==> config.mk <==
export PLATFORM = sky130hd
export DESIGN_NAME = hazard_ctrl
export DESIGN_NICKNAME = d
export VERILOG_FILES = /design/src/rtl/hazard_ctrl.sv
export SDC_FILE = /design/constraint.sdc
export NUM_CORES = 1
export LEC_CHECK = 0
export ABC_AREA = 0
export CAP_MARGIN = 20
export CORE_MARGIN = 2
export CORE_UTILIZATION = 30
export CTS_CLUSTER_SIZE = 14
export DETAILED_ROUTE_END_ITERATION = 8
export GPL_TIMING_DRIVEN = 0
export PLACE_DENSITY = 0.79
export SETUP_SLACK_MARGIN = 0.02
export SYNTH_ARGS = -nofsm -noshare
export SYNTH_HDL_FRONTEND = slang
export SYNTH_SLANG_ARGS = --single-unit
==> constraint.sdc <==
create_clock -name clk -period 1.99 [get_ports clk]
set_input_delay 0.2985 -clock clk [delete_from_list [all_inputs] [get_ports clk]]
set_output_delay 0.2985 -clock clk [all_outputs]
set_load 0.02 [all_outputs]
==> src/rtl/hazard_ctrl.sv <==
// hazard_ctrl: ID-stage stall/flush FSM for load-use and control-transfer hazards.
// Define HAZARD_PERF_CNT_EN to add the stall_cycles/flush_count performance counters.
module hazard_ctrl (
  input  logic       clk,
  input  logic       rst,
  input  logic [4:0] rs1,
  input  logic [4:0] rs2,
  input  logic       rs1_used,
  input  logic       rs2_used,
  input  logic [2:0] NPCOp,
  input  logic [4:0] ID_EX_rd,
  input  logic       ID_EX_RegWrite,
  input  logic       ID_EX_MemRead,
  input  logic [4:0] EX_MEM_rd,
  input  logic       EX_MEM_MemRead,
  input  logic       branch_taken,
  output logic       PCWrite,
  output logic       IF_ID_Write,
  output logic       ID_EX_Bubble,
  output logic       IF_ID_Flush,
`ifdef HAZARD_PERF_CNT_EN
  output logic [31:0] stall_cycles,
  output logic [31:0] flush_count,
`endif
  output logic [1:0] stall_state
);
  localparam logic [2:0] NPC_BRANCH = 3'b001;
  localparam logic [2:0] NPC_JALR   = 3'b100;
  localparam logic [1:0] IDLE   = 2'd0;
  localparam logic [1:0] STALL1 = 2'd1;
  localparam logic [1:0] STALL2 = 2'd2;
  localparam logic [1:0] FLUSH  = 2'd3;
  logic [1:0] state_q, state_d;
  logic ct, m_ex, m_mem, lu, ab, lb, lb2, haz, stall, flush;
  always_comb begin
    ct    = (NPCOp == NPC_BRANCH) || (NPCOp == NPC_JALR);
    m_ex  = (ID_EX_rd != 5'd0) && ((rs1_used && ID_EX_rd == rs1) || (rs2_used && ID_EX_rd == rs2));
    m_mem = (EX_MEM_rd != 5'd0) && ((rs1_used && EX_MEM_rd == rs1) || (rs2_used && EX_MEM_rd == rs2));
    lu    = ID_EX_MemRead && m_ex && !ct;
    ab    = ID_EX_RegWrite && !ID_EX_MemRead && m_ex && ct;
    lb    = ID_EX_MemRead && m_ex && ct;
    lb2   = EX_MEM_MemRead && m_mem && ct;
    // Detection only in IDLE; STALL1 is the final hazard-free ID cycle
    haz   = !rst && state_q == IDLE && (lu || ab || lb || lb2);
    stall = haz || (!rst && state_q == STALL2);
    flush = !rst && !haz && branch_taken && (state_q == IDLE || state_q == STALL1);
    PCWrite      = !stall;
    IF_ID_Write  = !stall;
    ID_EX_Bubble = stall;
    IF_ID_Flush  = flush;
    state_d = rst                ? IDLE :
              state_q == STALL2  ? STALL1 :
              state_q == FLUSH   ? IDLE :
              flush              ? FLUSH :
              state_q == STALL1  ? IDLE :
              haz && lb          ? STALL2 :
              haz                ? STALL1 : IDLE;
  end
  always_ff @(posedge clk) state_q <= state_d;
  assign stall_state = state_q;
`ifdef HAZARD_PERF_CNT_EN
  logic [31:0] stall_cycles_q, flush_count_q;
  always_ff @(posedge clk) begin
    if (rst) begin
      stall_cycles_q <= '0;
      flush_count_q  <= '0;
    end else begin
      stall_cycles_q <= stall_cycles_q + {31'd0, ID_EX_Bubble};
      flush_count_q  <= flush_count_q + {31'd0, IF_ID_Flush};
    end
  end
  assign stall_cycles = stall_cycles_q;
  assign flush_count  = flush_count_q;
`endif
endmodule
==> impl_metrics.csv <==
group,metric,value,unit
critical_path,slowest_stage,"or4_4",
critical_path,worstReg2RegStart,"stall_state[1]$_SDFF_PP0_",
final_layout,drive_gt1_frac,0.324,
critical_path,criticalPathCategory,"in -> out",
pwr,ir_worst_vdd,0.302,mV
cts,cts_max_level,1,
timing,rsz0062_at_grt,"true",
synth,synth_largest_area_cell,"xnor2_1",
final_layout,fin_cells,120,
timing,fmaxAchievable,461,MHz
cts,cts_root_buffer,"clkbuf_4",
cts,cts_buffer_depth,2,
die,die_area,1730,um2
critical_path,path_max_fanout,4,
die,core_area,1300,um2
timing,setup_viol,5,
synth,async_flop_share,0,
die,die_y,41.5,um
die,chipWidth,41.5,um
global_routing,antenna_found_initial,0,
die,ios,37,
timing,fin_crit,2170,ps
route,ant_nets,0,
synth,synth-main-ff-cell,"dfxtp_1",
die,start_util,0.325,
outcome,status,"complete, but fails checks",
final_layout,finalInstanceArea,961,um2
global_routing,grt_max_degree,7,
job,drv_cap,0,
route,vias,589,
synth,synth_most_common_cell,"xnor2_1",
synth,synth_sequential_area_ratio,0.0947,
critical_path,crit_family,"simple AND/OR/NAND/NOR gates",
critical_path,cpMostUsedCell,"nor3_2",
global_routing,grt_pass1_vias,602,
critical_path,worst-path-buf-inv,2,
route,avgRoutedWirePerCell,12.1,um
placed_design,dpl.hpwl,1110,um
placed_design,port_buffers,36,
hold_path,hold_path_startpoint,"stall_state[1]$_SDFF_PP0_",
hold_path,min_path_type,"reg -> reg",
cts,clock_sinks,2,
timing,fin_setup_tns,-548,ps
route,routed_via_density,4.91,
pwr,p_leak,0.409,nW
timing,tightestPinTransition,288,ps
global_routing,grt_overflow,0,
critical_path,crit_chain,"buf_8 > or4_4 > o211ai_1 > nor3_2 > a32oi_2 > nand2_2 > nor3_2 > buf_4",
cts,numCtsBuffers,3,
placed_design,dp_cells,108,
critical_path,crit_path_start,"EX_MEM_rd[4]",
timing,fin_crit_sh,1.09,
timing,clock_skew,5.20,ps
final_layout,synthToLayoutAreaGrowth,127,%
critical_path,required,1690,ps
route,drc_errors,0,
cts,clkTransAtPathRegs,30,ps
global_routing,grt_util_all_layers,0.177,
critical_path,critPathLaunchType,"input port",
synth,netlist_instances,57,
synth,synth.cell_area,423,um2
cts,tritoncts,"done",
route,first_pass_iters,2,
final_layout,final_util,0.738,
synth,synth_enable_flop_cells,0,
final_layout,seq_area,41.3,um2
pwr,powerDensity,341,nW/um2
synth,syn_avg_cell_area,7.42,um2
route,drtIter0Drc,6,
final_layout,num-fill-cells,114,
synth,synth_area_leaders,"xnor2_1, dfxtp_1, nand4_1",
global_routing,grt_first_pass_wirelength,2430,um
synth,synth_top_cell_area_share,0.435,
placed_design,placed_area,811,um2
synth,ys_ff_latch,2,
cts,clk_latency,230,ps
timing,relSlewSlack,0.808,
synth,synth_warnings,0,
critical_path,critPathCaptureType,"output pin",
route,wl,1450,um
critical_path,max_stage_delay,510,ps
synth,synth_cell_types,20,
die,rows,13,
synth,mappedNetlistNets,88,
timing,setup_slack,-177,ps
pwr,power.total,0.327,mW
timing,hold_viol,0,
final_layout,nets,138,
synth,synth_common_cells,"xnor2_1, nand2_1, nand4_1",
final_layout,multi_input_area,418,um2
final_layout,diodes,0,
placed_design,place_congestion,0.860,
final_layout,largest_register_ffs,2,
outcome,violations,"negative setup slack",
timing,slew_violations,0,
critical_path,arrival,1870,ps
## through the flow
step | setup WS, ps | hold WS [ps]
floorplan | -27.4 | 368
CTS | -236 | 521
global placement | -976 | 545
global route | -284 | 505
detailed placement | -1010 | 542
finish | -177 | 491
## cell usage in the layout (no fill, tap or decap)
cell	count
a211oi_2	1
a21oi_1	1
a22o_1	1
a32oi_2	1
and2_1	1
buf_2	2
buf_4	7
buf_6	8
buf_8	1
clkbuf_4	3
clkdlybuf4s50_1	17
dfxtp_1	1
dfxtp_2	1
dlygate4sd2_1	6
dlymetal6s2s_1	5
inv_1	1
inv_2	1
mux2i_1	1
nand2_1	5
nand2_2	1
nand2b_1	1
nand4_1	5
nor2_1	3
nor3_1	1
nor3_2	3
o211ai_1	1
o21ai_2	1
o22ai_2	2
or2_1	1
or4_4	1
xnor2_1	20
xnor2_2	1
## path summary, 6_finish.rpt
kind,end,slack (ps),depth (start not counted)
worst min register to register,stall_state[1]$_SDFF_PP0_,490,1
worst max register to register,stall_state[1]$_SDFF_PP0_,40,10
worst max-delay path,IF_ID_Flush,-180,8
worst min-delay path,stall_state[1]$_SDFF_PP0_,490,1
## final cells by class
class                           count  area share
Clock buffer                        3      0.0234
Inverter                            2     0.00781
Multi-Input combinational cell     52       0.435
Tap cell                           15      0.0195
Sequential cell                     2      0.0430
Buffer                              1      0.0117
Timing Repair Buffer               45       0.460
## timing repair
item | 4_1_cts | 5_1_grt
cloned | 0 | 0
hold buffers | 0 | 0
resized for setup | 58 | 10
pin swaps | 8 | 9
buffers inserted | 8 | 4
endpoints found under the setup margin | 6 | 5
## logic make-up (layout without fill, tap and decap cells)
logic type / after synthesis / count (layout) / synth area share
buffers and inverters: 3 / 51 / 0.0355
AOI/OAI and AO/OA: 8 / 8 / 0.148
xor gates and xnor gates: 21 / 21 / 0.435
DFF: 2 / 2 / 0.0947
muxes: 1 / 1 / 0.0237
and+or+nand+nor: 22 / 22 / 0.263
## report_power, final
| part | internal, mW | total (mW) | switching [mW] |
|---|---|---|---|
| registers | 0.0435 | 0.0476 | 0.00404 |
| logic | 0.114 | 0.188 | 0.0733 |
| clock network | 0.0667 | 0.0921 | 0.0253 |
| total | 0.225 | 0.327 | 0.103 |
## layer usage
layer / up-vias / wire, um / track usage
met4: 0 / 60 / 0.0774
met5: - / 0 / 0
met1: 252 / 554 / 0.187
met2: 31 / 732 / 0.325
li1: 300 / - / -
met3: 6 / 100 / 0.0435
Note: power is estimated with default switching activity, not from simulation.
==> variant: new RTL, same settings <==
The option `HAZARD_PERF_CNT_EN` is turned on by a define.
--- a/src/rtl/hazard_ctrl.sv
+++ b/src/rtl/hazard_ctrl.sv
@@ -2,2 +2,4 @@
 // Define HAZARD_PERF_CNT_EN to add the stall_cycles/flush_count performance counters.
+`define HAZARD_PERF_CNT_EN
+
 module hazard_ctrl (
Function (old outputs only; new: flush_count and stall_cycles): kept (Yosys induction, for registers that start in step).
==> variant against the original RTL <==
The run still ends with setup timing left; critical endpoint is now stall_cycles[29]; sequential share of layout area is 21 points higher; total power grew to 8.4 times the old value; sequential cell count is 64 higher; synthesized cell count grew to 6.3 times the old value; non-clock buffer count is 101 higher; routed wire length grew to 6.0 times the old value; cell area grew to 5.4 times the old value; synthesized area grew to 7.4 times the old value; largest cell class is now multi-input gates; combinational power is 48% higher; global-route usage is 1.9 points lower; worst setup slack worse by 0.69 ns; sequential power grew to 28 times the old value.
==> variant: results (changes against the original RTL) <==
- Outcome: complete, but fails checks
- Violated checks: setup timing
- FP Rows: 37 (+24)
- Synth Net Count: 393 (+350%)
- Fraction of area in registers: 25.5% (+21 points)
- Crit path max fanout: 5 (+1)
- Slew HR: 55.3% (-26 points)
- Multi-input comb cells: 276 (+430%)
- Met2 Usage GRT: 26.3% (-6.2 points)
- GRT met3 Usage: 4.60% (+0.25 points)
- Logic inverters: 7 (+5)
- Met1 WL: 3.78 mm (+580%)
- Placed inst area: 0.00443 mm2 (+450%)
- Mapped Cells: 358 (+530%)
- TritonRoute pass-1 iters: 4 (+2)
- Post-synthesis mux area share: 0.642% (-1.7 points)
- Final clock-cell share: 3.92% (+1.6 points)
- Largest net degree at the start of global routing: 13 (+6)
- Clk_lat worst skew: 0.34 ns (+0.11 ns)
- Static leakage: 0.00196 uW (+380%)
- Register area share after synthesis: 42.4% (+33 points)
- Area used by multi-input combinational logic: 0.00212 mm2 (+410%)
- Peak supply drop: 0.000329 V (+9.1%)
- Hold depth: 2 (+1)
- Clk root buf: clkbuf_8
- Place WS: -1.80 ns (-0.790 ns)
- # setup viols final: 64 (+59)
- H-tree depth: 3 (+2)
- Final worst slack: -0.872 ns (-0.695 ns)
- Clock skew: 0.0102 ns (+0.00501 ns)
- Synth Area in Adders: 1.61% (+1.6 points)
- Clock transition at the registers of the reported paths: 0.08 ns (+0.05 ns)
- Slowest-stage cell, CP: or4b_4
- Total GRT Usage: 15.7% (-1.9 points)
- P_int: 2090 uW (+830%)
- First-pass GRT wire length: 14.2 mm (+490%)
## variant: cell count changes in the layout (fill, tap and decap cells not counted), moves of 7 or more
| cell | change |
|---|---|
| and3_1 | +9 |
| buf_4 | +23 |
| buf_6 | +14 |
| clkbuf_8 | +10 |
| clkdlybuf4s50_1 | +53 |
| dfxtp_1 | +65 |
| nand2_1 | +20 |
| nand3_1 | +18 |
| nand4_1 | +11 |
| nor2_1 | +55 |
| xnor2_1 | +7 |
| xnor2_2 | +10 |
| xor2_1 | +36 |
## variant: repair_timing
item / 4_1_cts / 5_1_grt
setup buffers: 32 / 7
pin swaps: 57 / 34
setup endpoints to repair: 68 / 67
gates resized for setup: 160 / 28
## variant: worst paths after layout
check,startpoint,to,slack (ns)
worst min register to register,stall_cycles[13],stall_cycles[13],0.51
worst max-delay path,rs1[3],stall_cycles[29],-0.87
worst min-delay path,stall_cycles[13],stall_cycles[13],0.51
worst max register to register,stall_state[1],stall_cycles[29],-0.60
